### config.mk
export PLATFORM = sky130hd
export DESIGN_NAME = stream_mux_arb_flat
export DESIGN_NICKNAME = d
export VERILOG_FILES = /design/src/rtl/stream_mux_arb_pkg.sv /design/src/rtl/stream_mux_arb_if.sv /design/src/rtl/stream_mux_arb_rr_arbiter.sv /design/src/rtl/stream_mux_arb.sv /design/src/flat_wrapper.sv
export SDC_FILE = /design/constraint.sdc
export NUM_CORES = 1
export LEC_CHECK = 0
export CORE_MARGIN = 8
export CORE_UTILIZATION = 38
export CTS_CLUSTER_DIAMETER = 120
export DETAILED_ROUTE_END_ITERATION = 16
export PLACE_DENSITY_LB_ADDON = 0.3
export SYNTH_ARGS = -nofsm -noshare
export SYNTH_HDL_FRONTEND = slang
export SYNTH_SLANG_ARGS = --single-unit
### constraint.sdc
create_clock -name clk -period 2.9 [get_ports clk]
set_input_delay 0.435 -clock clk [delete_from_list [all_inputs] [get_ports clk]]
set_output_delay 0.435 -clock clk [all_outputs]
set_load 0.05 [all_outputs]
### src/rtl/stream_mux_arb_pkg.sv
`default_nettype none
// ============================================================================
// Package : stream_mux_arb_pkg
// Purpose : Shared constants and helpers for the registered stream mux and
//           its round-robin arbiter.
// Contents: MODE_SELECT / MODE_RR mode encodings, clog2_safe() width helper.
// Revision: 1.0 - initial release
// ============================================================================
package stream_mux_arb_pkg;

  localparam int MODE_SELECT = 0;  // explicit channel select via sel
  localparam int MODE_RR     = 1;  // round-robin arbitration, sel ignored

  // Index width for an n-entry set. A single entry still needs a 1-bit
  // index so that select/source ports never collapse to zero width.
  function automatic int clog2_safe(input int n);
    return (n <= 1) ? 1 : $clog2(n);
  endfunction

endpackage
`default_nettype wire

### src/rtl/stream_mux_arb_if.sv
`default_nettype none
// ============================================================================
// Interface : stream_mux_arb_if
// Purpose   : Bundles the N producer channels and the single consumer channel
//             of the stream mux.
// Signals   : in_data/in_valid/in_ready - packed producer channels
//             sel                       - explicit select (select mode only)
//             flush                     - discard output register
//             out_data/out_valid/out_ready/out_src - consumer channel
// Modports  : master - producer/consumer environment side
//             slave  - mux side
// Revision  : 1.0 - initial release
// ============================================================================
interface stream_mux_arb_if
  import stream_mux_arb_pkg::*;
#(
  parameter int DATA_WIDTH = 32,
  parameter int NUM_IN     = 5,
  parameter int SEL_WIDTH  = clog2_safe(NUM_IN)
) ();

  logic [NUM_IN*DATA_WIDTH-1:0] in_data;
  logic [NUM_IN-1:0]            in_valid;
  logic [NUM_IN-1:0]            in_ready;
  logic [SEL_WIDTH-1:0]         sel;
  logic                         flush;
  logic [DATA_WIDTH-1:0]        out_data;
  logic                         out_valid;
  logic                         out_ready;
  logic [SEL_WIDTH-1:0]         out_src;

  modport master (
    output in_data, in_valid, sel, flush, out_ready,
    input  in_ready, out_data, out_valid, out_src
  );

  modport slave (
    input  in_data, in_valid, sel, flush, out_ready,
    output in_ready, out_data, out_valid, out_src
  );

endinterface
`default_nettype wire

### src/rtl/stream_mux_arb_rr_arbiter.sv
`default_nettype none
// ============================================================================
// Module  : stream_mux_arb_rr_arbiter
// Purpose : Combinational rotating-priority arbiter. Grants the first
//           requester found scanning ptr_i, ptr_i+1, ... modulo NUM_IN.
// Ports   : valid_i    [NUM_IN]    - request vector
//           ptr_i      [SEL_WIDTH] - highest-priority index (must be < NUM_IN)
//           grant_o    [SEL_WIDTH] - granted index (0 when grant_ok_o=0)
//           grant_ok_o             - at least one request present
// Revision: 1.0 - initial release
// ============================================================================
module stream_mux_arb_rr_arbiter
  import stream_mux_arb_pkg::*;
#(
  parameter int NUM_IN    = 5,
  parameter int SEL_WIDTH = clog2_safe(NUM_IN)
) (
  input  logic [NUM_IN-1:0]    valid_i,
  input  logic [SEL_WIDTH-1:0] ptr_i,
  output logic [SEL_WIDTH-1:0] grant_o,
  output logic                 grant_ok_o
);

  // Rotating the doubled request vector right by ptr_i puts channel ptr_i at
  // bit 0, so a plain lowest-bit-first search yields the rotated priority.
  logic [2*NUM_IN-1:0]  dbl;
  logic [NUM_IN-1:0]    rot;
  logic [SEL_WIDTH:0]   idx;

  assign dbl = {valid_i, valid_i};
  assign rot = NUM_IN'(dbl >> ptr_i);

  always_comb begin
    grant_o    = '0;
    grant_ok_o = 1'b0;
    idx        = '0;
    // Descending scan: the last hit written is the lowest offset.
    for (int k = NUM_IN - 1; k >= 0; k--) begin
      if (rot[k]) begin
        idx = {1'b0, ptr_i} + (SEL_WIDTH + 1)'(k);
        if (idx >= (SEL_WIDTH + 1)'(NUM_IN)) begin
          idx = idx - (SEL_WIDTH + 1)'(NUM_IN);
        end
        grant_o    = idx[SEL_WIDTH-1:0];
        grant_ok_o = 1'b1;
      end
    end
  end

endmodule
`default_nettype wire

### src/rtl/stream_mux_arb.sv
`default_nettype none
// ============================================================================
// Module  : stream_mux_arb
// Purpose : N-input stream multiplexer with valid/ready handshakes and a
//           one-stage output register. Channel choice is either an explicit
//           select (MODE_SELECT) or round-robin arbitration (MODE_RR).
// Ports   : clk   - clock, all state on rising edge
//           rst_n - asynchronous active-low reset
//           bus   - stream_mux_arb_if.slave (producer channels, sel, flush,
//                   registered consumer channel with source index)
// Revision: 1.0 - initial release
// ============================================================================
module stream_mux_arb
  import stream_mux_arb_pkg::*;
#(
  parameter int DATA_WIDTH = 32,
  parameter int NUM_IN     = 5,
  parameter int MODE       = MODE_SELECT
) (
  input  logic            clk,
  input  logic            rst_n,
  stream_mux_arb_if.slave bus
);

  localparam int SEL_WIDTH = clog2_safe(NUM_IN);

  logic [SEL_WIDTH-1:0]  grant;
  logic                  grant_ok;
  logic                  can_accept;
  logic                  accept;
  logic [DATA_WIDTH-1:0] grant_data;
  logic                  grant_valid;
  logic [NUM_IN-1:0]     in_ready;

  logic [DATA_WIDTH-1:0] out_data_q,  out_data_d;
  logic                  out_valid_q, out_valid_d;
  logic [SEL_WIDTH-1:0]  out_src_q,   out_src_d;

  // ---------------------------------------------------------------------------
  // Grant selection
  // ---------------------------------------------------------------------------
  generate
    if (MODE == MODE_RR) begin : g_rr
      logic [SEL_WIDTH-1:0] rr_ptr_q, rr_ptr_d;

      stream_mux_arb_rr_arbiter #(
        .NUM_IN    (NUM_IN),
        .SEL_WIDTH (SEL_WIDTH)
      ) u_arb (
        .valid_i    (bus.in_valid),
        .ptr_i      (rr_ptr_q),
        .grant_o    (grant),
        .grant_ok_o (grant_ok)
      );

      // Pointer moves only on an accepted word, to just past the winner.
      always_comb begin
        rr_ptr_d = rr_ptr_q;
        if (accept) begin
          rr_ptr_d = (grant == SEL_WIDTH'(NUM_IN - 1)) ? '0 : grant + 1'b1;
        end
      end

      always_ff @(posedge clk or negedge rst_n) begin
        if (!rst_n) begin
          rr_ptr_q <= '0;
        end else begin
          rr_ptr_q <= rr_ptr_d;
        end
      end
    end else begin : g_sel
      // Out-of-range select grants nothing rather than defaulting to channel 0.
      assign grant    = bus.sel;
      assign grant_ok = ({1'b0, bus.sel} < (SEL_WIDTH + 1)'(NUM_IN));
    end
  endgenerate

  // ---------------------------------------------------------------------------
  // Handshake
  // ---------------------------------------------------------------------------
  // Output slot is free if empty or being drained this cycle; flush blocks
  // new words so that the flushed cycle never consumes a producer word.
  assign can_accept = (!out_valid_q || bus.out_ready) && !bus.flush;

  always_comb begin
    grant_data  = '0;
    grant_valid = 1'b0;
    in_ready    = '0;
    for (int i = 0; i < NUM_IN; i++) begin
      if (grant == SEL_WIDTH'(i)) begin
        grant_data  = bus.in_data[i*DATA_WIDTH +: DATA_WIDTH];
        grant_valid = bus.in_valid[i];
        in_ready[i] = can_accept && grant_ok;
      end
    end
  end

  assign accept       = grant_valid && can_accept && grant_ok;
  assign bus.in_ready = in_ready;

  // ---------------------------------------------------------------------------
  // Output register
  // ---------------------------------------------------------------------------
  always_comb begin
    out_data_d  = out_data_q;
    out_src_d   = out_src_q;
    out_valid_d = out_valid_q;
    if (bus.flush) begin
      out_valid_d = 1'b0;
    end else if (accept) begin
      // Covers both fill-from-empty and replace-while-draining.
      out_data_d  = grant_data;
      out_src_d   = grant;
      out_valid_d = 1'b1;
    end else if (bus.out_ready) begin
      out_valid_d = 1'b0;
    end
  end

  always_ff @(posedge clk or negedge rst_n) begin
    if (!rst_n) begin
      out_data_q  <= '0;
      out_src_q   <= '0;
      out_valid_q <= 1'b0;
    end else begin
      out_data_q  <= out_data_d;
      out_src_q   <= out_src_d;
      out_valid_q <= out_valid_d;
    end
  end

  assign bus.out_data  = out_data_q;
  assign bus.out_src   = out_src_q;
  assign bus.out_valid = out_valid_q;

endmodule
`default_nettype wire

### src/flat_wrapper.sv
// flat-port wrapper written by rule: the top's interface ports become plain ports
module stream_mux_arb_flat import stream_mux_arb_pkg::*;
#(
  parameter int DATA_WIDTH = 32,
  parameter int NUM_IN     = 5,
  parameter int MODE       = MODE_SELECT
)
  (clk, rst_n, bus_in_data, bus_in_valid, bus_sel, bus_flush, bus_out_ready, bus_in_ready, bus_out_data, bus_out_valid, bus_out_src);
  stream_mux_arb_if #(.DATA_WIDTH(DATA_WIDTH), .NUM_IN(NUM_IN)) bus_i ();
  input  logic clk;
  input  logic rst_n;
  input wire logic [$bits(bus_i.in_data)-1:0] bus_in_data;
  input wire logic [$bits(bus_i.in_valid)-1:0] bus_in_valid;
  input wire logic [$bits(bus_i.sel)-1:0] bus_sel;
  input wire logic [$bits(bus_i.flush)-1:0] bus_flush;
  input wire logic [$bits(bus_i.out_ready)-1:0] bus_out_ready;
  output wire logic [$bits(bus_i.in_ready)-1:0] bus_in_ready;
  output wire logic [$bits(bus_i.out_data)-1:0] bus_out_data;
  output wire logic [$bits(bus_i.out_valid)-1:0] bus_out_valid;
  output wire logic [$bits(bus_i.out_src)-1:0] bus_out_src;
  assign bus_i.in_data = bus_in_data;
  assign bus_i.in_valid = bus_in_valid;
  assign bus_i.sel = bus_sel;
  assign bus_i.flush = bus_flush;
  assign bus_i.out_ready = bus_out_ready;
  assign bus_in_ready = bus_i.in_ready;
  assign bus_out_data = bus_i.out_data;
  assign bus_out_valid = bus_i.out_valid;
  assign bus_out_src = bus_i.out_src;
  stream_mux_arb #(.DATA_WIDTH(DATA_WIDTH), .NUM_IN(NUM_IN), .MODE(MODE)) u_core (.clk(clk), .rst_n(rst_n), .bus(bus_i));
endmodule
Word-level counts from Yosys, hierarchy flattened
Index checks and enable logic that the tools add are counted.
{ "classes": {"n_lt_le_gt_ge": 1, "eq_ne": 4, "mux": 18, "n_bitwise": 1, "reduce_logical": 10} }
{ "op_table": {"columns": ["op", "n"], "rows": [
  ["two-way mux 32 bit", 5],
  ["two-way mux 1 bit", 13],
  ["== test 3 x 2 -> 1 bit, second input constant", 2],
  ["logical AND 1 bit", 4],
  ["== test 3 x 1 -> 1 bit, second input constant", 1],
  ["== test 3 bit, second input constant", 1],
  ["logical NOT 3 bit", 1],
  ["less-than comparator 3 bit, second input constant", 1],
  ["nonzero test 3 bit", 1],
  ["logical NOT 1 bit", 2],
  ["AND reduction 2 bit", 1],
  ["logical OR 1 bit", 1],
  ["NOT 1 bit", 1]
]} }
{ "word_totals": {"reg_bits": 36, "in_bits": 172} }

Logic depth before layout (Yosys ltp)
Gate-level depths: netlist of run 1.
{ "logic_depth": {"ltp_word": 10, "ltp_mapped": 7, "depth_no_buf": 4} }

Worst setup path after synthesis of run 1
Ideal clock, no wire load.
{ "synth_timing": {"kind": "input to output", "startpoint": "in bus_sel[0]", "endpoint": "out bus_in_ready[1]", "arrival_ns": 2.278, "slack_ns": 0.187, "stages": 4, "cell_sequence": "buf_4 -> buf_2 -> clkbuf_1 -> nor3b_1"} }
{ "synth_via": {"elab_chain_len": 3} }
{ "synth_lines": {"columns": ["item", "line", "rtl"], "rows": [
  ["from (decl)", "flat_wrapper.sv:14", "input wire logic [$bits(bus_i.sel)-1:0] bus_sel;"],
  ["less-than comparator 3 bit", "stream_mux_arb.sv:74", "assign grant_ok = ({1'b0, bus.sel} < (SEL_WIDTH + 1)'(NUM_IN));"],
  ["logical AND 1 bit", "stream_mux_arb.sv:93", "in_ready[i] = can_accept && grant_ok;"],
  ["two-way mux 1 bit (*)", "stream_mux_arb.sv:90", "if (grant == SEL_WIDTH'(i)) begin"],
  ["to (decl)", "flat_wrapper.sv:17", "output wire logic [$bits(bus_i.in_ready)-1:0] bus_in_ready;"]
]} }
Mark *: on every way between the ends. The rest lies on a longest branch, timed or not.

Final worst setup path of run 1
{ "layout_timing": {"startpoint": "in bus_out_ready", "endpoint": "out bus_in_ready[1]"} }
{ "layout_via": {"elab_chain_len": 4} }
{ "layout_lines": {"columns": ["item", "line", "rtl"], "rows": [
  ["from (decl)", "flat_wrapper.sv:16", "input wire logic [$bits(bus_i.out_ready)-1:0] bus_out_ready;"],
  ["logical OR 1 bit", "stream_mux_arb.sv:83", "assign can_accept = (!out_valid_q || bus.out_ready) && !bus.flush;"],
  ["logical AND 1 bit", "stream_mux_arb.sv:83", null],
  ["logical AND 1 bit", "stream_mux_arb.sv:93", null],
  ["two-way mux 1 bit", "stream_mux_arb.sv:90", null]
]} }
No other way between the ends.

==> impl_results.html, run 1 <==
<table>
<tr><th>Metric</th><th>Value</th></tr>
<tr><th colspan="2">Worst setup path</th></tr>
<tr><td>Setup crit start kind</td><td>input port</td></tr>
<tr><td>Arrival time of the worst setup path</td><td>1.85 ns</td></tr>
<tr><td>Type of the setup path with the least slack</td><td>in2out</td></tr>
<tr><td>Worst reg-to-reg path cell count</td><td>4</td></tr>
<tr><td>Worst reg-to-reg setup slack</td><td>1.20 ns</td></tr>
<tr><td>Endpoint type of the worst setup path</td><td>primary output</td></tr>
<tr><td>Source of the critical timing path</td><td>bus_out_ready</td></tr>
<tr><td>Worst flop-to-flop path endpoint</td><td>u_core.bus.out_data[2]$_DFFE_PN0P_</td></tr>
<tr><td>Critical path peak fanout</td><td>4</td></tr>
<tr><td>Required time reported for the critical path endpoint</td><td>2.47 ns</td></tr>
<tr><td>Source of the worst register-to-register timing path</td><td>u_core.bus.out_valid$_DFFE_PN0P_</td></tr>
<tr><th colspan="2">Clock tree</th></tr>
<tr><td>Root buffer selected by CTS</td><td>clkbuf_8</td></tr>
<tr><td>Clock H-tree levels</td><td>2</td></tr>
<tr><td>Number of buffers inserted by post-CTS setup repair</td><td>0</td></tr>
<tr><td>Clk Latency, worst-skew pair</td><td>0.28 ns</td></tr>
<tr><td>Hold_buf cts</td><td>0</td></tr>
<tr><td>Clock Sink Count</td><td>36</td></tr>
<tr><td>Clock-pin slew reported for the worst setup and hold paths after clock tree synthesis</td><td>0.07 ns</td></tr>
<tr><td>Quantity of gates resized following cts</td><td>0</td></tr>
<tr><td>Number of buffers created by CTS</td><td>5</td></tr>
<tr><td>Clock tree from TritonCTS</td><td>built</td></tr>
<tr><td>CTS Buffer Depth</td><td>2</td></tr>
<tr><th colspan="2">Pwr</th></tr>
<tr><td>Total leakage power</td><td>2.19 nW</td></tr>
<tr><td>Max IR drop VDD</td><td>338 uV</td></tr>
<tr><td>Total power after layout</td><td>0.00281 W</td></tr>
<tr><td>Power per cell area</td><td>541 nW/um2</td></tr>
<tr><th colspan="2">Final layout</th></tr>
<tr><td>Post-route insts no fill</td><td>615</td></tr>
<tr><td>Fill cell count</td><td>598</td></tr>
<tr><td>Signed area change from the synthesized netlist to the final layout</td><td>77.9%</td></tr>
<tr><td>Flip-flop and latch area</td><td>901 um2</td></tr>
<tr><td>Nets</td><td>684</td></tr>
<tr><td>Footprint of the multi-input gates</td><td>1720 um2</td></tr>
<tr><td>Finished Core Util</td><td>68.6%</td></tr>
<tr><td>Number of antenna repair diodes</td><td>0</td></tr>
<tr><td>Share of layout cells above drive strength 1</td><td>5.85%</td></tr>
<tr><th colspan="2">Timing</th></tr>
<tr><td>Number of hold violations in the final report</td><td>0</td></tr>
<tr><td>Total negative setup slack</td><td>0 ns</td></tr>
<tr><td>Headroom to the max-slew limit</td><td>45.4%</td></tr>
<tr><td>RSZ-0062 raised after global routing</td><td>false</td></tr>
<tr><td>Final max-slew violation count</td><td>0</td></tr>
<tr><td>Share of the clock period used by the worst path after layout</td><td>78.9%</td></tr>
<tr><td>Final setup viols</td><td>0</td></tr>
<tr><td>Maximum clock skew at final layout</td><td>0.00294 ns</td></tr>
<tr><td>Peak Freq</td><td>437 MHz</td></tr>
<tr><td>Final WS setup</td><td>0.611 ns</td></tr>
<tr><td>Worst slew pin tran</td><td>0.819 ns</td></tr>
<tr><td>Final critical delay including setup and external delays</td><td>2.29 ns</td></tr>
<tr><th colspan="2">Floorplan</th></tr>
<tr><td>Placeable core area</td><td>7570 um2</td></tr>
<tr><td>Placement Rows</td><td>32</td></tr>
<tr><td>Die X-Extent</td><td>104 um</td></tr>
<tr><td>Height of the die</td><td>104 um</td></tr>
<tr><td>Total Die Area</td><td>10,700 um2</td></tr>
<tr><td>Count of pins on the block boundary</td><td>213</td></tr>
<tr><td>Initial core utilization</td><td>38.6%</td></tr>
<tr><th colspan="2">Logic synthesis</th></tr>
<tr><td>Post-synth net total</td><td>487</td></tr>
<tr><td>Yosys cell types</td><td>24</td></tr>
<tr><td>Post-synth EDFFs</td><td>0</td></tr>
<tr><td>Number of synthesized register bits</td><td>36</td></tr>
<tr><td>Cell type contributing the most total cell area after synthesis</td><td>mux2i_1</td></tr>
<tr><td>Leading post-synthesis cells by cell area</td><td>mux2i_1 33%, dfrtp_1 31%, o21ai_0 11%, o2bb2ai_1 9.6%, inv_1 4.4%</td></tr>
<tr><td>Share of synthesized area occupied by flip-flops and latches</td><td>30.9%</td></tr>
<tr><td>Share of synthesized flip-flops with an asynchronous set or reset</td><td>100%</td></tr>
<tr><td>Post-synthesis area per instance</td><td>9.27 um2</td></tr>
<tr><td>Top FF cell, synth</td><td>dfrtp_1</td></tr>
<tr><td>Gate count after technology mapping</td><td>315</td></tr>
<tr><td>Cell area after technology mapping</td><td>2920 um2</td></tr>
<tr><td>Warnings from Yosys</td><td>0</td></tr>
<tr><td>Area share of the largest cell type after synthesis</td><td>32.9%</td></tr>
<tr><th colspan="2">Drt</th></tr>
<tr><td>Antenna Nets Post-Route</td><td>0</td></tr>
<tr><td>WL/cell</td><td>18.3 um</td></tr>
<tr><td>Vias post-DR</td><td>3,135</td></tr>
<tr><td>Number of optimization iterations in the first detailed-route pass</td><td>6</td></tr>
<tr><td>Violation count after the first detailed-route iteration</td><td>68</td></tr>
<tr><td>DRC</td><td>0</td></tr>
<tr><td>Routed WL</td><td>11,200 um</td></tr>
<tr><td>Via density</td><td>5.10</td></tr>
<tr><th colspan="2">Placement</th></tr>
<tr><td>Hpwl dp</td><td>9220 um</td></tr>
<tr><td>Global placement routability congestion</td><td>0.804</td></tr>
<tr><td>Place WS</td><td>0.586 ns</td></tr>
<tr><td>IO Port Bufs</td><td>212</td></tr>
<tr><td>Placed cell count</td><td>607</td></tr>
<tr><th colspan="2">Global routing</th></tr>
<tr><td>Remaining global-route overflow</td><td>0</td></tr>
<tr><td>Initial antenna violation count</td><td>0</td></tr>
<tr><td>Maximum number of pins on one net before global-route repair</td><td>47</td></tr>
<tr><td>Wire length of the first global-routing pass</td><td>18,100 um</td></tr>
<tr><td>Number of global-route vias before repair</td><td>3,551</td></tr>
<tr><td>Total Routing Usage GR</td><td>20.5%</td></tr>
<tr><th colspan="2">Job</th></tr>
<tr><td>Max-cap violations</td><td>0</td></tr>
<tr><th colspan="2">Worst hold path</th></tr>
<tr><td>Path category of the worst min-delay check</td><td>in2async</td></tr>
<tr><th colspan="2">Outcome</th></tr>
<tr><td>Run status</td><td>complete, no violations</td></tr>
</table>
[flip-flops by register name (all words and copies together) (netlist names)]
register	cells
u_core.bus.out_src	3
u_core.bus.out_data	32
u_core.bus.out_valid	1
[cell usage after synthesis (all sizes together) (2+ instances only)]
cell,number
mux2i,96
o21ai,64
dfrtp,36
inv,34
o2bb2ai,32
buf,20
clkbuf,12
mux2,3
nor3b,3
a21oi,2
nand3b,2
nor2,2
[layout by cell type (no fill, tap or decap), drive strengths merged]
master         instances
a21bo                  1
a21oi                  2
a31o                   1
and3                   1
buf                   19
bufinv                 1
clkbuf                 7
clkdlybuf4s50        203
dfrtp                 36
inv                   34
mux2                   3
mux2i                 96
nand2                  1
nand2b                 1
nand3b                 2
nor2                   2
nor2b                  1
nor3                   1
nor3b                  3
o21a                   1
o21ai                 64
o2bb2ai               32
o311a                  1
[routing by layer]
| layer | GRT usage, % | wire (um) | vias to the layer above |
|---|---|---|---|
| met5 | 0 | 0 | - |
| met4 | 4.93 | 157 | 0 |
| met3 | 8.18 | 996 | 14 |
| met2 | 37.0 | 5820 | 123 |
| met1 | 21.6 | 4270 | 1472 |
| li1 | - | - | 1526 |
[power by group]
group / switching (W) / internal [W]
sequential: 0.0000904 / 0.000664
clock: 0.000174 / 0.000303
combinational: 0.000942 / 0.000636
total: 0.00121 / 0.00160
[kinds of logic (layout without fill, tap and decap cells)]
family                 count (synthesis)  after routing  share of synthesized area [%]
multiplexers                          99             99                           34.1
buffers and inverters                 66            264                           10.4
AND/OR/NAND/NOR                       12             12                           2.49
flip-flops                            36             36                           30.9
AO/OA/AOI/OAI                        102            102                           22.2
[worst max path at each step]
stage	end	slack, ns	cells past startpoint
after floorplan	bus_in_ready[1]	0.19	4
final	bus_in_ready[1]	0.61	6
after global placement	bus_in_ready[1]	0.67	6
after global routing	bus_in_ready[1]	0.46	6
after CTS	bus_in_ready[1]	0.61	6
after detailed placement	u_core.bus.out_data[6]$_DFFE_PN0P_	0.59	7
[layout make-up]
class	count	share of cell area, %
Sequential cell	36	17.3
Inverter	34	2.46
Multi-Input combinational cell	213	33.1
Tap cell	102	2.46
Clock inverter	1	0.578
Clock buffer	7	1.86
Timing Repair Buffer	222	42.2
[critical path: stages]
cell	delay, ns
clkdlybuf4s50_1	0.45
inv_1	0.05
a21oi_1	0.21
nand2b_1	0.15
nor3b_1	0.38
buf_12	0.19
[per-stage QoR]
step / hold slack (ns) / instance area (um2)
global route: 0.314 / 5190
floorplan: 0.139 / 2920
CTS: 0.266 / 5190
finish: 0.254 / 5190
detailed placement: 0.476 / 5070
global placement: 0.470 / 5070
Note: power is estimated with default switching activity, not from simulation.
==> run 2: changes to the inputs <==
--- a/config.mk
+++ b/config.mk
@@ -6,7 +6,7 @@
 export NUM_CORES = 1
 export LEC_CHECK = 0
 export CORE_MARGIN = 8
-export CORE_UTILIZATION = 38
+export CORE_UTILIZATION = 32
 export CTS_CLUSTER_DIAMETER = 120
 export DETAILED_ROUTE_END_ITERATION = 16
 export PLACE_DENSITY_LB_ADDON = 0.3
==> constraint.sdc (replaced) <==
create_clock -name clk -period 2.1 [get_ports clk]
set_input_delay 0.315 -clock clk [delete_from_list [all_inputs] [get_ports clk]]
set_output_delay 0.315 -clock clk [all_outputs]
set_load 0.05 [all_outputs]
==> run 2 against run 1 <==
  * Cell count is 2.0% higher
  * Sequential cell count did not move
  * Non-clock buffer count increased by 3
  * Critical path depth stayed put
  * Total power is 36% higher
  * Count of clock-buffer cells in the layout is 1 lower
  * Critical endpoint unchanged
  * Largest cell class unchanged
==> impl_results.html, run 2 (synthesis gave the netlist of run 1 again) <==
<table>
<tr><th>Metric</th><th>Value</th></tr>
<tr><th colspan="2">Outcome</th></tr>
<tr><td>Run status</td><td>complete, no violations (unchanged)</td></tr>
<tr><th colspan="2">Global routing</th></tr>
<tr><td>Number of global-route vias before repair</td><td>3,444 (was 3,551)</td></tr>
<tr><td>Initial antenna violation count</td><td>0 (unchanged)</td></tr>
<tr><td>Wire length of the first global-routing pass</td><td>17,400 um (was 18,100 um)</td></tr>
<tr><td>Total Routing Usage GR</td><td>17.2% (was 20.5%)</td></tr>
<tr><td>Layer with the highest usage after global routing</td><td>met2 (unchanged)</td></tr>
<tr><td>Maximum number of pins on one net before global-route repair</td><td>44 (was 47)</td></tr>
<tr><td>GR Layer Usage met1</td><td>17.2% (was 21.6%)</td></tr>
<tr><td>Fraction of met2 tracks used by global routing</td><td>31.9% (was 37.0%)</td></tr>
<tr><td>Met3 track utilization from global routing</td><td>7.74% (was 8.18%)</td></tr>
<tr><td>Remaining global-route overflow</td><td>0 (unchanged)</td></tr>
<tr><th colspan="2">Timing</th></tr>
<tr><td>Number of hold violations in the final report</td><td>0 (unchanged)</td></tr>
<tr><td>RSZ-0062 raised after global routing</td><td>false (unchanged)</td></tr>
<tr><td>Share of the clock period used by the worst path after layout</td><td>94.5%</td></tr>
<tr><td>Headroom to the max-slew limit</td><td>47.3% (was 45.4%)</td></tr>
<tr><td>Peak Freq</td><td>504 MHz</td></tr>
<tr><td>Final setup viols</td><td>0 (unchanged)</td></tr>
<tr><td>Worst slew pin tran</td><td>0.790 ns (was 0.819 ns)</td></tr>
<tr><td>Final max-slew violation count</td><td>0 (unchanged)</td></tr>
<tr><td>Maximum clock skew at final layout</td><td>0.00661 ns (was 0.00294 ns)</td></tr>
<tr><td>Total negative setup slack</td><td>0 ns (unchanged)</td></tr>
<tr><td>Final critical delay including setup and external delays</td><td>1.98 ns</td></tr>
<tr><th colspan="2">Pwr</th></tr>
<tr><td>Max IR drop VDD</td><td>303 uV (was 338 uV)</td></tr>
<tr><td>Total power after layout</td><td>0.00381 W (was 0.00281 W)</td></tr>
<tr><td>NetSw</td><td>0.00165 W (was 0.00121 W)</td></tr>
<tr><td>Switching fraction of total power</td><td>43.3% (was 42.9%)</td></tr>
<tr><td>Internal power consumption</td><td>0.00216 W (was 0.00160 W)</td></tr>
<tr><td>Power per cell area</td><td>720 nW/um2 (was 541 nW/um2)</td></tr>
<tr><td>Fraction of power consumed by combinational cells</td><td>57.2% (was 56.2%)</td></tr>
<tr><td>Part of the power in registers</td><td>27.3% (was 26.9%)</td></tr>
<tr><td>Total leakage power</td><td>2.22 nW (was 2.19 nW)</td></tr>
<tr><td>Fraction of power consumed by the clock network</td><td>15.5% (was 17.0%)</td></tr>
<tr><th colspan="2">Drt</th></tr>
<tr><td>DRC</td><td>0 (unchanged)</td></tr>
<tr><td>Number of optimization iterations in the first detailed-route pass</td><td>4 (was 6)</td></tr>
<tr><td>Routed WL</td><td>10,900 um (was 11,200 um)</td></tr>
<tr><td>Vias post-DR</td><td>3,087 (was 3,135)</td></tr>
<tr><td>Violation count after the first detailed-route iteration</td><td>91 (was 68)</td></tr>
<tr><td>WL/cell</td><td>17.3 um (was 18.3 um)</td></tr>
<tr><td>Via density</td><td>4.92 (was 5.10)</td></tr>
<tr><td>Antenna Nets Post-Route</td><td>0 (unchanged)</td></tr>
<tr><th colspan="2">Worst setup path</th></tr>
<tr><td>Worst flop-to-flop path endpoint</td><td>u_core.bus.out_data[4]$_DFFE_PN0P_ (was u_core.bus.out_data[2]$_DFFE_PN0P_)</td></tr>
<tr><td>Worst reg-to-reg setup slack</td><td>0.60 ns (was 1.20 ns)</td></tr>
<tr><td>Worst reg-to-reg path cell count</td><td>4 (unchanged)</td></tr>
<tr><td>Endpoint type of the worst setup path</td><td>primary output (unchanged)</td></tr>
<tr><td>Arrival time of the worst setup path</td><td>1.67 ns (was 1.85 ns)</td></tr>
<tr><td>Source of the worst register-to-register timing path</td><td>u_core.bus.out_valid$_DFFE_PN0P_ (unchanged)</td></tr>
<tr><td>Required time reported for the critical path endpoint</td><td>1.78 ns (was 2.47 ns)</td></tr>
<tr><td>Type of the setup path with the least slack</td><td>in2out (unchanged)</td></tr>
<tr><td>Critical path peak fanout</td><td>4 (unchanged)</td></tr>
<tr><td>Source of the critical timing path</td><td>bus_out_ready (unchanged)</td></tr>
<tr><td>Setup crit start kind</td><td>input port (unchanged)</td></tr>
<tr><th colspan="2">Floorplan</th></tr>
<tr><td>Die X-Extent</td><td>112 um (was 104 um)</td></tr>
<tr><td>Height of the die</td><td>112 um (was 104 um)</td></tr>
<tr><td>Placement Rows</td><td>35 (was 32)</td></tr>
<tr><td>Count of pins on the block boundary</td><td>213 (unchanged)</td></tr>
<tr><td>Initial core utilization</td><td>32.2% (was 38.6%)</td></tr>
<tr><td>Total Die Area</td><td>12,400 um2 (was 10,700 um2)</td></tr>
<tr><td>Placeable core area</td><td>9060 um2 (was 7570 um2)</td></tr>
<tr><th colspan="2">Final layout</th></tr>
<tr><td>Fill cell count</td><td>810 (was 598)</td></tr>
<tr><td>Share of layout cells above drive strength 1</td><td>6.98% (was 5.85%)</td></tr>
<tr><td>Signed area change from the synthesized netlist to the final layout</td><td>81.4% (was 77.9%)</td></tr>
<tr><td>Max FFs per register</td><td>32 (unchanged)</td></tr>
<tr><td>Nets</td><td>687 (was 684)</td></tr>
<tr><td>Number of antenna repair diodes</td><td>0 (unchanged)</td></tr>
<tr><td>Commonest cells after routing, fill and taps aside</td><td>203 x clkdlybuf4s50_1, 96 x mux2i_1, 64 x o21ai_0, 36 x dfrtp_1, 34 x inv_1 (unchanged)</td></tr>
<tr><td>Most common cell after layout, fill and taps aside</td><td>clkdlybuf4s50_1 (unchanged)</td></tr>
<tr><th colspan="2">Clock tree</th></tr>
<tr><td>Root buffer selected by CTS</td><td>clkbuf_8 (unchanged)</td></tr>
<tr><td>Clock Sink Count</td><td>36 (unchanged)</td></tr>
<tr><td>Quantity of gates resized following cts</td><td>0 (unchanged)</td></tr>
<tr><td>CTS Buffer Depth</td><td>2 (unchanged)</td></tr>
<tr><td>Hold_buf cts</td><td>0 (unchanged)</td></tr>
<tr><td>Number of buffers created by CTS</td><td>5 (unchanged)</td></tr>
<tr><td>Clock tree from TritonCTS</td><td>built (unchanged)</td></tr>
<tr><td>Clk Latency, worst-skew pair</td><td>0.28 ns (about the same)</td></tr>
<tr><td>Clock H-tree levels</td><td>2 (unchanged)</td></tr>
<tr><td>Number of buffers inserted by post-CTS setup repair</td><td>0 (unchanged)</td></tr>
<tr><td>Clock-pin slew reported for the worst setup and hold paths after clock tree synthesis</td><td>0.07 ns (about the same)</td></tr>
<tr><th colspan="2">Job</th></tr>
<tr><td>Max-cap violations</td><td>0 (unchanged)</td></tr>
<tr><th colspan="2">Worst hold path</th></tr>
<tr><td>Path category of the worst min-delay check</td><td>in2async (unchanged)</td></tr>
<tr><th colspan="2">Placement</th></tr>
<tr><td>Hpwl dp</td><td>8980 um (was 9220 um)</td></tr>
<tr><td>IO Port Bufs</td><td>212 (unchanged)</td></tr>
<tr><td>Global placement routability congestion</td><td>0.769 (was 0.804)</td></tr>
</table>
-- run 2: cell types whose count changed in the layout (fill, tap and decap cells not counted) --
cell      before  now
nor3_2         0    1
clkinv_2       0    1
nor2b_4        0    1
clkbuf_1       0    1
nor2b_2        1    0
clkbuf_8       7    5
a21oi_1        2    1
nor3b_2        0    2
buf_4         14   12
a21oi_2        0    1
buf_12         2    7
nor3_1         1    0
nor3b_1        3    1
-- run 2: worst max path at each step --
stage                           end  slack, ns  cells after the start
floorplan           bus_in_ready[1]       0.07                      4
global placement    bus_in_ready[1]       0.03                      6
detailed placement  bus_in_ready[1]       0.02                      6
CTS                 bus_in_ready[1]      0.002                      6
global route        bus_in_ready[1]       0.04                      6
finish              bus_in_ready[1]       0.12                      6
-- run 2: final cells by class --
class / count / area [um2] / share of cell area (%)
Multi-Input combinational cell: 213 / 1740 / 32.9
Clock inverter: 2 / 35.0 / 0.662
Tap cell: 111 / 139 / 2.62
Timing Repair Buffer: 225 / 2280 / 43.0
Clock buffer: 6 / 72.6 / 1.37
Inverter: 34 / 128 / 2.41
Sequential cell: 36 / 901 / 17.0
-- run 2: power by group through the flow --
stage          Sequential [W]  Combinational (W)  Clock [W]
2_1_floorplan         0.00184           0.000446          0
3_3_place_gp          0.00104            0.00218          0
3_5_place_dp          0.00105            0.00220          0
4_1_cts               0.00104            0.00221   0.000614
5_1_grt               0.00107            0.00231   0.000646
6_report              0.00104            0.00218   0.000589
-- run 2: metrics by stage --
step                      hold slack [ns]  setup slack, ns  std cells  instance area (um2)  utilization (%)
after floorplan                    0.0194           0.0655        315                 2930                -
after global placement              0.444           0.0263        619                 5180             57.2
after detailed placement            0.449           0.0177        619                 5180             57.2
after CTS                           0.135          0.00190        627                 5290             58.4
after global routing                0.192           0.0354        627                 5290             58.4
final                               0.114            0.116        627                 5290             58.4
-- run 2: routing by layer --
| metal | up-vias | share of wire, % |
|---|---|---|
| met5 | - | 0 |
| met2 | 130 | 51 |
| met1 | 1420 | 39 |
| li1 | 1531 | - |
| met3 | 6 | 9.7 |
| met4 | 0 | 0.83 |
-- run 2: worst max-delay path, cell delays in order --
cell and delay (ns):
clkdlybuf4s50_1 0.46, inv_1 0.06, a21oi_2 0.20, nand2b_1 0.17, nor3b_2 0.29, buf_12 0.17
==> run 3: changes to the inputs <==
--- a/config.mk
+++ b/config.mk
@@ -5,6 +5,7 @@
 export SDC_FILE = /design/constraint.sdc
 export NUM_CORES = 1
 export LEC_CHECK = 0
+export CAP_MARGIN = 20
 export CORE_MARGIN = 8
 export CORE_UTILIZATION = 32
 export CTS_CLUSTER_DIAMETER = 120
@@ -12,4 +13,5 @@
 export PLACE_DENSITY_LB_ADDON = 0.3
 export SYNTH_ARGS = -nofsm -noshare
 export SYNTH_HDL_FRONTEND = slang
+export SYNTH_HIERARCHICAL = 1
 export SYNTH_SLANG_ARGS = --single-unit
==> run 3 against run 2 <==
  * Non-clock buffer count grew 8
  * Maximum frequency down 3.7%
  * Clock power rose by 42%
  * First-iteration DRC count shrank 6.6%
  * Sequential cell count did not move
  * Die area is 0.48% higher
  * Wire length grew 2.6%
  * Critical path type is now in2reg
  * Largest cell class unchanged
==> impl_results.html, run 3 <==
<table>
<tr><th>Metric</th><th>Value</th></tr>
<tr><th colspan="2">Worst setup path</th></tr>
<tr><td>Type of the setup path with the least slack</td><td>in2reg (was in2out)</td></tr>
<tr><td>Arrival time of the worst setup path</td><td>2.23 ns (was 1.67 ns)</td></tr>
<tr><td>Worst reg-to-reg path cell count</td><td>6 (was 4)</td></tr>
<tr><td>Top cell family by delay on the critical path</td><td>buffers and inverters (unchanged)</td></tr>
<tr><td>Slowest stage cell, crit path</td><td>clkdlybuf4s50_1 (unchanged)</td></tr>
<tr><td>Critical-path cell list</td><td>clkdlybuf4s50_1, buf_4, nor2b_2, nand2_1, a221oi_4, buf_4, buf_12, mux2_4 (was clkdlybuf4s50_1, inv_1, a21oi_2, nand2b_1, nor3b_2, buf_12)</td></tr>
<tr><td>Required time reported for the critical path endpoint</td><td>2.26 ns (was 1.78 ns)</td></tr>
<tr><td>Setup crit start kind</td><td>input port (unchanged)</td></tr>
<tr><td>Levels on crit path</td><td>8 (was 6)</td></tr>
<tr><td>Endpoint type of the worst setup path</td><td>flip-flop (was primary output)</td></tr>
<tr><td>WP buf/inv</td><td>4 (was 3)</td></tr>
<tr><td>Cell mode on critical path</td><td>buf_4</td></tr>
<tr><td>Largest stage delay, worst path</td><td>0.48 ns (was 0.46 ns)</td></tr>
<tr><td>Critical path peak fanout</td><td>8 (was 4)</td></tr>
<tr><th colspan="2">Clock tree</th></tr>
<tr><td>Clock H-tree levels</td><td>2 (unchanged)</td></tr>
<tr><td>Clock-pin slew reported for the worst setup and hold paths after clock tree synthesis</td><td>0.07 ns (about the same)</td></tr>
<tr><td>Root buffer selected by CTS</td><td>clkbuf_8 (unchanged)</td></tr>
<tr><td>Hold_buf cts</td><td>0 (unchanged)</td></tr>
<tr><td>Clk Latency, worst-skew pair</td><td>0.28 ns (about the same)</td></tr>
<tr><td>Number of buffers created by CTS</td><td>5 (unchanged)</td></tr>
<tr><td>Clock tree from TritonCTS</td><td>built (unchanged)</td></tr>
<tr><td>Clock Sink Count</td><td>36 (unchanged)</td></tr>
<tr><td>CTS Buffer Depth</td><td>2 (unchanged)</td></tr>
<tr><th colspan="2">Drt</th></tr>
<tr><td>Violation count after the first detailed-route iteration</td><td>85 (was 91)</td></tr>
<tr><td>Highest routed layer</td><td>met4 (unchanged)</td></tr>
<tr><td>Number of optimization iterations in the first detailed-route pass</td><td>4 (unchanged)</td></tr>
<tr><td>DRC</td><td>0 (unchanged)</td></tr>
<tr><td>Vias post-DR</td><td>3,011 (was 3,087)</td></tr>
<tr><td>Sum of routed wire segments on met1</td><td>4510 um (was 4190 um)</td></tr>
<tr><td>Routed WL</td><td>11,100 um (was 10,900 um)</td></tr>
<tr><td>Via density</td><td>5.00 (was 4.92)</td></tr>
<tr><td>DR WL met3</td><td>723 um (was 1050 um)</td></tr>
<tr><td>Antenna Nets Post-Route</td><td>0 (unchanged)</td></tr>
<tr><td>WL/cell</td><td>18.5 um (was 17.3 um)</td></tr>
<tr><td>Detailed-routed wire length on met2</td><td>5800 um (was 5530 um)</td></tr>
<tr><th colspan="2">Placement</th></tr>
<tr><td>Global placement routability congestion</td><td>0.765 (was 0.769)</td></tr>
<tr><td>Hpwl dp</td><td>9050 um (was 8980 um)</td></tr>
<tr><td>Placed cell count</td><td>592 (was 619)</td></tr>
<tr><td>Instance area after placement</td><td>5330 um2 (was 5180 um2)</td></tr>
<tr><td>IO Port Bufs</td><td>212 (unchanged)</td></tr>
<tr><th colspan="2">Logic synthesis</th></tr>
<tr><td>Post-synth net total</td><td>450 (was 487)</td></tr>
<tr><td>Post-synthesis area per instance</td><td>10.6 um2 (was 9.27 um2)</td></tr>
<tr><td>Cell type contributing the most total cell area after synthesis</td><td>dfrtp_1 (was mux2i_1)</td></tr>
<tr><td>Post-synth EDFFs</td><td>0 (unchanged)</td></tr>
<tr><td>Yosys cell types</td><td>23 (was 24)</td></tr>
<tr><td>Top cells by count, synth</td><td>48 x mux2_2, 36 x dfrtp_1, 35 x nand2_1, 35 x nand2b_1 (was 96 x mux2i_1, 64 x o21ai_0, 36 x dfrtp_1)</td></tr>
<tr><td>Gate count after technology mapping</td><td>278 (was 315)</td></tr>
<tr><td>Area share of the largest cell type after synthesis</td><td>30.7% (was 32.9%)</td></tr>
<tr><td>Warnings from Yosys</td><td>6 (was 0)</td></tr>
<tr><td>Cell area after technology mapping</td><td>2940 um2 (was 2920 um2)</td></tr>
<tr><td>Share of synthesized area occupied by flip-flops and latches</td><td>30.7% (was 30.9%)</td></tr>
<tr><td>Dominant cell by count in the synthesized netlist</td><td>mux2_2 (was mux2i_1)</td></tr>
<tr><td>Share of synthesized flip-flops with an asynchronous set or reset</td><td>100% (unchanged)</td></tr>
<tr><td>Number of synthesized register bits</td><td>36 (unchanged)</td></tr>
<tr><td>Leading post-synthesis cells by cell area</td><td>dfrtp_1 31%, mux2_2 18%, mux2i_1 11%, mux2_4 10%, o221ai_1 9.5% (was mux2i_1 33%, dfrtp_1 31%, o21ai_0 11%, o2bb2ai_1 9.6%, inv_1 4.4%)</td></tr>
<tr><td>Top FF cell, synth</td><td>dfrtp_1 (unchanged)</td></tr>
<tr><th colspan="2">Final layout</th></tr>
<tr><td>Finished Core Util</td><td>61.0% (was 58.4%)</td></tr>
<tr><td>Nets</td><td>662 (was 687)</td></tr>
<tr><td>Most common cell after layout, fill and taps aside</td><td>clkdlybuf4s50_1 (unchanged)</td></tr>
<tr><td>Share of layout cells above drive strength 1</td><td>22.6% (was 6.98%)</td></tr>
<tr><td>Fill cell count</td><td>746 (was 810)</td></tr>
<tr><td>Signed area change from the synthesized netlist to the final layout</td><td>88.3% (was 81.4%)</td></tr>
<tr><td>Commonest cells after routing, fill and taps aside</td><td>204 x clkdlybuf4s50_1, 48 x mux2_2, 36 x dfrtp_1, 35 x nand2_1, 34 x nand2b_1 (was 203 x clkdlybuf4s50_1, 96 x mux2i_1, 64 x o21ai_0, 36 x dfrtp_1, 34 x inv_1)</td></tr>
<tr><td>Flip-flop and latch area</td><td>901 um2 (unchanged)</td></tr>
<tr><td>Number of antenna repair diodes</td><td>0 (unchanged)</td></tr>
<tr><td>Max FFs per register</td><td>32 (unchanged)</td></tr>
<tr><td>Layout Cell Area excl Fill</td><td>5530 um2 (was 5290 um2)</td></tr>
<tr><td>Post-route insts no fill</td><td>602 (was 627)</td></tr>
<tr><td>Footprint of the multi-input gates</td><td>1960 um2 (was 1740 um2)</td></tr>
<tr><th colspan="2">Timing</th></tr>
<tr><td>Maximum clock skew at final layout</td><td>0.00516 ns (was 0.00661 ns)</td></tr>
<tr><td>Headroom to the max-slew limit</td><td>47.6% (was 47.3%)</td></tr>
<tr><td>Number of hold violations in the final report</td><td>0 (unchanged)</td></tr>
<tr><td>Peak Freq</td><td>485 MHz (was 504 MHz)</td></tr>
<tr><td>Worst slew pin tran</td><td>0.786 ns (was 0.790 ns)</td></tr>
<tr><td>Final max-slew violation count</td><td>0 (unchanged)</td></tr>
<tr><td>Final critical delay including setup and external delays</td><td>2.06 ns (was 1.98 ns)</td></tr>
<tr><td>Final setup viols</td><td>0 (unchanged)</td></tr>
<tr><td>Share of the clock period used by the worst path after layout</td><td>98.2% (was 94.5%)</td></tr>
<tr><td>RSZ-0062 raised after global routing</td><td>true (was false)</td></tr>
<tr><th colspan="2">Global routing</th></tr>
<tr><td>Initial antenna violation count</td><td>0 (unchanged)</td></tr>
<tr><td>Total Routing Usage GR</td><td>17.1% (was 17.2%)</td></tr>
<tr><td>Remaining global-route overflow</td><td>0 (unchanged)</td></tr>
<tr><td>Maximum number of pins on one net before global-route repair</td><td>50 (was 44)</td></tr>
<tr><td>Wire length of the first global-routing pass</td><td>17,300 um (was 17,400 um)</td></tr>
<tr><td>Number of global-route vias before repair</td><td>3,316 (was 3,444)</td></tr>
<tr><th colspan="2">Pwr</th></tr>
<tr><td>Total leakage power</td><td>2.27 nW (was 2.22 nW)</td></tr>
<tr><td>Total power after layout</td><td>0.00386 W (was 0.00381 W)</td></tr>
<tr><td>Power per cell area</td><td>698 nW/um2 (was 720 nW/um2)</td></tr>
<tr><td>Max IR drop VDD</td><td>363 uV (was 303 uV)</td></tr>
<tr><th colspan="2">Floorplan</th></tr>
<tr><td>Placement Rows</td><td>35 (unchanged)</td></tr>
<tr><td>Total Die Area</td><td>12,500 um2 (was 12,400 um2)</td></tr>
<tr><td>Placeable core area</td><td>9060 um2 (unchanged)</td></tr>
<tr><td>Height of the die</td><td>112 um (about the same)</td></tr>
<tr><td>Die X-Extent</td><td>112 um (about the same)</td></tr>
<tr><td>Initial core utilization</td><td>32.4% (was 32.2%)</td></tr>
<tr><td>Count of pins on the block boundary</td><td>213 (unchanged)</td></tr>
<tr><th colspan="2">Worst hold path</th></tr>
<tr><td>Path category of the worst min-delay check</td><td>in2async (unchanged)</td></tr>
<tr><th colspan="2">Job</th></tr>
<tr><td>Max-cap violations</td><td>0 (unchanged)</td></tr>
<tr><th colspan="2">Outcome</th></tr>
<tr><td>Run status</td><td>complete, no violations (unchanged)</td></tr>
</table>
-- run 3: through the flow --
stage / hold slack, ns / setup slack (ns) / setup TNS, ns
global route: 0.168 / -0.0205 / -0.219
global placement: 0.436 / -0.345 / -10.72
detailed placement: 0.460 / -0.420 / -13.20
finish: 0.107 / 0.0387 / 0
floorplan: 0.0194 / -0.107 / -0.114
CTS: 0.141 / 0.0111 / 0
-- run 3: kinds of logic (layout without fill, tap and decap cells) --
| family | after synthesis | in the layout | share of synthesized area (%) |
|---|---|---|---|
| AO/OA/AOI/OAI | 35 | 35 | 11.0 |
| buffers and inverters | 28 | 241 | 4.69 |
| flip-flops | 36 | 36 | 30.7 |
| multiplexers | 100 | 100 | 39.6 |
| AND/OR/NAND/NOR | 79 | 79 | 14.0 |
-- run 3: path summary, 6_finish.rpt --
kind | start | end | slack [ns]
min in group clk | u_core/bus.out_data[15]$_DFFE_PN0P_ | u_core/bus.out_data[15]$_DFFE_PN0P_ | 0.51
min | rst_n | u_core/bus.out_data[27]$_DFFE_PN0P_ | 0.11
min reg2reg | u_core/bus.out_data[15]$_DFFE_PN0P_ | u_core/bus.out_data[15]$_DFFE_PN0P_ | 0.51
max reg2reg | u_core/bus.out_valid$_DFFE_PN0P_ | u_core/bus.out_data[10]$_DFFE_PN0P_ | 0.47
max in group asynchronous | rst_n | u_core/bus.out_src[0]$_DFFE_PN0P_ | 1.49
max | bus_sel[2] | u_core/bus.out_data[10]$_DFFE_PN0P_ | 0.04
-- run 3: power breakdown --
group | switching, W | total (W) | internal (W)
logic | 0.00108 | 0.00203 | 0.000955
registers | 0.000106 | 0.000986 | 0.000880
clock network | 0.000245 | 0.000839 | 0.000594
total | 0.00143 | 0.00386 | 0.00243
-- run 3: area by class of cell --
cell class / instances / area share [%]
Clock buffer: 5 / 1.24
Clock inverter: 3 / 1.63
Multi-Input combinational cell: 214 / 35.5
Sequential cell: 36 / 16.3
Tap cell: 111 / 2.51
Timing Repair Buffer: 233 / 42.8
-- run 3: per-layer routing --
metal	vias to the layer above	global-route usage, %
li1	1451	-
met1	1449	18.5
met2	105	31.8
met3	6	4.98
met4	0	4.38
met5	-	0
-- run 3: what timing repair did --
item | CTS | global route
pin swaps | 0 | 0
buffers inserted | 0 | 2
gates resized for setup | 4 | 1
setup endpoints to repair | 36 | 30
